===== src/rtl/i2c_bus_condition_detector.sv =====
// rtl/i2c_bus_condition_detector.sv - I2C SCL/SDA sync+filter with START/rSTART/STOP/timeout decode
// Optional START/STOP event counters under I2C_COND_STATS_EN.
module i2c_bus_condition_detector #(
  parameter int SYNC_STAGES  = 2,
  parameter int FILT_CYCLES  = 3,
  parameter int FILT_W       = 4,
  parameter int IDLE_TIMEOUT = 1000,
  parameter int TO_W         = 16
) (
  input  logic        clk,
  input  logic        rst_n,
  input  logic        enable,
  input  logic        scl,
  input  logic        sda,
`ifdef I2C_COND_STATS_EN
  input  logic        stat_clr,
  output logic [15:0] start_cnt,
  output logic [15:0] stop_cnt,
`endif
  output logic        scl_f,
  output logic        sda_f,
  output logic        start,
  output logic        rstart,
  output logic        stop,
  output logic        timeout,
  output logic        bus_busy
);

  typedef enum logic {ST_IDLE, ST_BUSY} state_t;

  // Line index 1 is SCL, index 0 is SDA throughout.
  logic [1:0]                  w_raw;
  logic [1:0][SYNC_STAGES-1:0] r_sync;
  logic [1:0][FILT_W-1:0]      r_fcnt;
  logic [1:0]                  r_filt;
  logic [1:0]                  r_prev;

  state_t          r_state;
  state_t          w_state_nxt;
  logic [TO_W-1:0] r_to_cnt;
  logic [TO_W-1:0] w_to_cnt_nxt;
  logic            r_start, r_rstart, r_stop, r_timeout;
  logic            w_start_nxt, w_rstart_nxt, w_stop_nxt, w_timeout_nxt;
  logic            w_start_cond, w_stop_cond, w_edge;

  assign w_raw = {scl, sda};

  always_ff @(posedge clk) begin
    if (!rst_n) begin
      r_sync <= '1;
      r_fcnt <= '0;
      r_filt <= '1;
      r_prev <= '1;
    end else begin
      for (int i = 0; i < 2; i++) begin
        r_sync[i] <= {r_sync[i][SYNC_STAGES-2:0], w_raw[i]};
        r_prev[i] <= r_filt[i];
        if (r_sync[i][SYNC_STAGES-1] == r_filt[i]) begin
          r_fcnt[i] <= '0;
        end else if (r_fcnt[i] == FILT_W'(FILT_CYCLES - 1)) begin
          r_filt[i] <= r_sync[i][SYNC_STAGES-1];
          r_fcnt[i] <= '0;
        end else begin
          r_fcnt[i] <= r_fcnt[i] + 1'b1;
        end
      end
    end
  end

  // A simultaneous SCL edge makes scl_p differ from scl_f, masking both conditions.
  assign w_start_cond = r_prev[1] & r_filt[1] &  r_prev[0] & ~r_filt[0];
  assign w_stop_cond  = r_prev[1] & r_filt[1] & ~r_prev[0] &  r_filt[0];
  assign w_edge       = |(r_prev ^ r_filt);

  always_comb begin
    w_state_nxt   = r_state;
    w_to_cnt_nxt  = '0;
    w_start_nxt   = 1'b0;
    w_rstart_nxt  = 1'b0;
    w_stop_nxt    = 1'b0;
    w_timeout_nxt = 1'b0;
    if (!enable) begin
      w_state_nxt = ST_IDLE;
    end else begin
      case (r_state)
        ST_IDLE: begin
          if (w_start_cond) begin
            w_state_nxt = ST_BUSY;
            w_start_nxt = 1'b1;
          end
        end
        ST_BUSY: begin
          if (w_edge)
            w_to_cnt_nxt = '0;
          else if (r_filt == 2'b11 && r_to_cnt != {TO_W{1'b1}})
            w_to_cnt_nxt = r_to_cnt + 1'b1;
          else
            w_to_cnt_nxt = r_to_cnt;
          if (w_stop_cond) begin
            w_state_nxt  = ST_IDLE;
            w_stop_nxt   = 1'b1;
            w_to_cnt_nxt = '0;
          end else if (w_start_cond) begin
            w_rstart_nxt = 1'b1;
          end else if (w_to_cnt_nxt >= TO_W'(IDLE_TIMEOUT)) begin
            w_state_nxt   = ST_IDLE;
            w_timeout_nxt = 1'b1;
            w_to_cnt_nxt  = '0;
          end
        end
        default: w_state_nxt = ST_IDLE;
      endcase
    end
  end

  always_ff @(posedge clk) begin
    if (!rst_n) begin
      r_state   <= ST_IDLE;
      r_to_cnt  <= '0;
      r_start   <= 1'b0;
      r_rstart  <= 1'b0;
      r_stop    <= 1'b0;
      r_timeout <= 1'b0;
    end else begin
      r_state   <= w_state_nxt;
      r_to_cnt  <= w_to_cnt_nxt;
      r_start   <= w_start_nxt;
      r_rstart  <= w_rstart_nxt;
      r_stop    <= w_stop_nxt;
      r_timeout <= w_timeout_nxt;
    end
  end

  assign scl_f    = r_filt[1];
  assign sda_f    = r_filt[0];
  assign start    = r_start;
  assign rstart   = r_rstart;
  assign stop     = r_stop;
  assign timeout  = r_timeout;
  assign bus_busy = (r_state == ST_BUSY);

`ifdef I2C_COND_STATS_EN
  logic [15:0] r_start_cnt;
  logic [15:0] r_stop_cnt;

  always_ff @(posedge clk) begin
    if (!rst_n || stat_clr) begin
      r_start_cnt <= '0;
      r_stop_cnt  <= '0;
    end else begin
      if ((r_start || r_rstart) && r_start_cnt != 16'hFFFF)
        r_start_cnt <= r_start_cnt + 16'd1;
      if (r_stop && r_stop_cnt != 16'hFFFF)
        r_stop_cnt <= r_stop_cnt + 16'd1;
    end
  end

  assign start_cnt = r_start_cnt;
  assign stop_cnt  = r_stop_cnt;
`endif

endmodule


===== config.mk =====
export PLATFORM = sky130hd
export DESIGN_NAME = i2c_bus_condition_detector
export DESIGN_NICKNAME = d
export VERILOG_FILES = /design/src/rtl/i2c_bus_condition_detector.sv
export SDC_FILE = /design/constraint.sdc
export NUM_CORES = 1
export LEC_CHECK = 0
export BUFFER_PORTS_ARGS = -buffer_cell sky130_fd_sc_hd__buf_2
export CAP_MARGIN = 20
export CORE_ASPECT_RATIO = 1.5
export CORE_MARGIN = 3
export CORE_UTILIZATION = 45
export CTS_BUF_LIST = sky130_fd_sc_hd__clkbuf_2 sky130_fd_sc_hd__clkbuf_4 sky130_fd_sc_hd__clkbuf_8
export DETAILED_ROUTE_END_ITERATION = 10
export PLACE_DENSITY = 0.6
export SLEW_MARGIN = 30
export SYNTH_ARGS = -nofsm -noshare
export SYNTH_HDL_FRONTEND = slang
export SYNTH_SLANG_ARGS = --single-unit

===== constraint.sdc =====
create_clock -name clk -period 3.8 [get_ports clk]
set_clock_uncertainty 0.2 [all_clocks]
set_input_delay 0.76 -clock clk [delete_from_list [all_inputs] [get_ports clk]]
set_output_delay 0.76 -clock clk [all_outputs]
set_load 0.03 [all_outputs]

==> flow_metrics.tcl <==
set metrics [dict create \
    setup_violations 0 \
    min_path_cells 1 \
    power_frac_clock 0.395 \
    max-clock-path-buffers 2 \
    routed-via-count 1438 \
    fillers 345 \
    cts_made_buffers 5 \
    pre_cts_ws_ps 1140 \
    synth_top_cell_by_area "dfxtp_1" \
    hold_path.startpoint "r_sync[0]" \
    slew_headroom 0.598 \
    die_w_um 56.7 \
    layout_common_cells "dfxtp_1 (37), nor2_1 (24), nand3_1 (13), nand2_1 (12), buf_2 (11)" \
    slowest_delay_ps 590 \
    fin_crit_ps 2690 \
    hold_violations 0 \
    cp_max_fo 10 \
    post_cts_buffers 0 \
    reg2reg_depth 6 \
    synthTopCellsByArea "dfxtp_1 (43%), nor2_1 (5.2%), ha_1 (4.3%), nand3_1 (3.7%), xnor2_1 (3.5%)" \
    p_switching_mw 0.151 \
    nets 217 \
    critPathLaunchType "flip-flop" \
    hold_end "r_sync[1]" \
    avgRoutedWirePerCell_um 13.8 \
    multiInputGateArea_um2 967 \
    yosys_warnings 0 \
    r2r-end "r_to_cnt[0]" \
    avgSynthCellArea_um2 9.24 \
    first_pass_iters 4 \
    clk_latency_ps 280 \
    power.density_nw_per_um2 363 \
    dp_hpwl_mm 2.65 \
    grt.overflow.total 0 \
    internal_power_mw 0.547 \
    die_h_um 82.1 \
    cts.sinks 37 \
    outcome "finished clean" \
    num_antenna_cells 0 \
    place.gp.congestion 0.845 \
    crit_path_top_delay_cell "or4_4" \
    grt_first_pass_wirelength_mm 5.90 \
    reg2reg_slack_ps 1110 \
    critPathTopFamily "compound AO/OA/AOI/OAI gates" \
    drtIter0Drc 41 \
    layout-drive-gt1-share 0.150 \
    maxSlewViolCount 0 \
    synth_cell_types 46 \
    grt_pass1_vias 1421 \
    crit_required_ps 3770 \
    die-area_um2 4660 \
    p_sw_frac 0.217 \
    end_kind "flip-flop" \
    clock.fmax_ghz 0.372 \
    drc 0 \
    core_um2 3680 \
    reg2reg_from "r_to_cnt[5]" \
    cap_violations 0 \
    ctsHoldBuffers 0 \
    viasPerCell 5.78 \
    crit_arrival_ps 2660 \
    cts.htree.levels 2 \
    crit_type "reg -> reg" \
    syn-instance-count 188 \
    synth_area_um2 1740 \
    dominantRegCellSynth "dfxtp_1" \
    worst_pin_slew_ps 598 \
    setup-tns-final_ps 0 \
    async_reset_ff_frac 0 \
    holdCritPathClass "reg -> reg" \
    seq_area_um2 741 \
    initial_core_util 0.472 \
    path_buf_inv 0 \
    layout_commonest_cell "dfxtp_1" \
    ioPinCount 12 \
    fin_ws_ps 1110 \
    io_buffers 11 \
    antenna_found_initial 0 \
    rows 27 \
    ant_nets 0 \
    ys_ff_latch 37 \
    yosysSeqAreaShare 0.426 \
    clk_pin_slew_ps 70 \
    ir_drop_mv 0.260 \
    synth_top_area_share 0.426 \
    tritoncts "yes" \
    syn2layout_area_growth_pct 10.8 \
    p_leak_nw 0.681 \
    grt_usage 0.164 \
    cts-root-buf "clkbuf_8" \
    grt_max_degree 15 \
    min_period_over_period 0.708 \
    whs_ps 213 \
    power_frac_seq 0.573 \
    synth_edf_count 0 \
    rsz0062_at_grt "false" \
    cp_cell_sequence "nand4_2 -> or4_4 -> a31o_1 -> a211o_1 -> o311ai_4 -> nor2_1" \
    wl_mm 3.44 \
    pwr-share-comb 0.032 \
    ctsResizeCount 0 \
]
## cell type report
type | instances | area share
clock buffers | 6 | 0.0429
well taps | 43 | 0.0279
repair buffers | 11 | 0.0286
inverters | 5 | 0.00975
multi-input cells | 146 | 0.502
flip-flops and latches | 37 | 0.385
clock inverters | 1 | 0.00390
## kinds of logic after synthesis
family | after synthesis | synth area share
compound gates | 28 | 0.138
xor+xnor | 12 | 0.0605
fa+ha+maj | 6 | 0.0432
buf+inv | 10 | 0.0281
flops | 37 | 0.426
mux | 4 | 0.0238
other cells | 1 | 0.00216
simple gates | 90 | 0.279
## routing by layer
metal,part of all wire,global-route usage,vias to the layer above
met1,0.39,0.159,672
li1,-,-,712
met3,0.029,0.0373,18
met5,0,0,-
met2,0.53,0.301,36
met4,0.056,0.121,0
## how the worst max path moves through the flow
stage / startpoint / to / slack (ps) / cells after the start
after global placement: r_to_cnt[5] / r_to_cnt[0] / 1180 / 6
final: r_to_cnt[5] / r_to_cnt[0] / 1110 / 6
after detailed placement: r_to_cnt[5] / r_to_cnt[0] / 1140 / 6
after CTS: r_to_cnt[0] / r_to_cnt[6] / 1130 / 7
after global routing: r_to_cnt[0] / r_to_cnt[6] / 830 / 7
after floorplan: r_filt[1] / r_to_cnt[6] / 1420 / 5
## cells in the mapped netlist, types with 3 or more instances
| library cell | instances |
|---|---|
| dfxtp_1 | 37 |
| nor2_1 | 24 |
| nand3_1 | 13 |
| nand2_1 | 12 |
| nor3_1 | 8 |
| a21oi_1 | 7 |
| nand2b_1 | 7 |
| nand4_1 | 7 |
| xnor2_1 | 7 |
| ha_1 | 6 |
| inv_1 | 5 |
| xor2_1 | 5 |
| o21ai_0 | 4 |
| and3_1 | 3 |
| and4_1 | 3 |
| mux2i_1 | 3 |
## worst reg2reg max path, cell delays in order, from the launching register on
cell	delay [ps]
dfxtp_1	540
nand4_2	200
or4_4	590
a31o_1	250
a211o_1	320
o311ai_4	380
nor2_1	100
## state kept, by name (all words and copies together) (netlist names)
name / count
r_to_cnt: 16
r_fcnt: 8
r_sync: 4
r_filt: 2
r_prev: 2
bus_busy: 1
rstart: 1
start: 1
stop: 1
timeout: 1
## power groups by stage
stage	Clock (mW)	Combinational (mW)	Sequential (mW)
after global placement	0	0.0218	0.409
after detailed placement	0	0.0224	0.409
final	0.276	0.0224	0.401
after floorplan	0	0.0166	0.408
after CTS	0.284	0.0225	0.400
after global routing	0.303	0.0256	0.401
## stage by stage
step / total power [mW] / cells / area (um2) / util
after global routing: 0.730 / 249 / 1930 / 0.523
after global placement: 0.431 / 242 / 1840 / 0.498
after detailed placement: 0.432 / 242 / 1840 / 0.498
final: 0.699 / 249 / 1930 / 0.523
after CTS: 0.707 / 249 / 1930 / 0.523
after floorplan: 0.424 / 193 / 1760 / -
No activity file was read; power rests on OpenSTA's default activity.
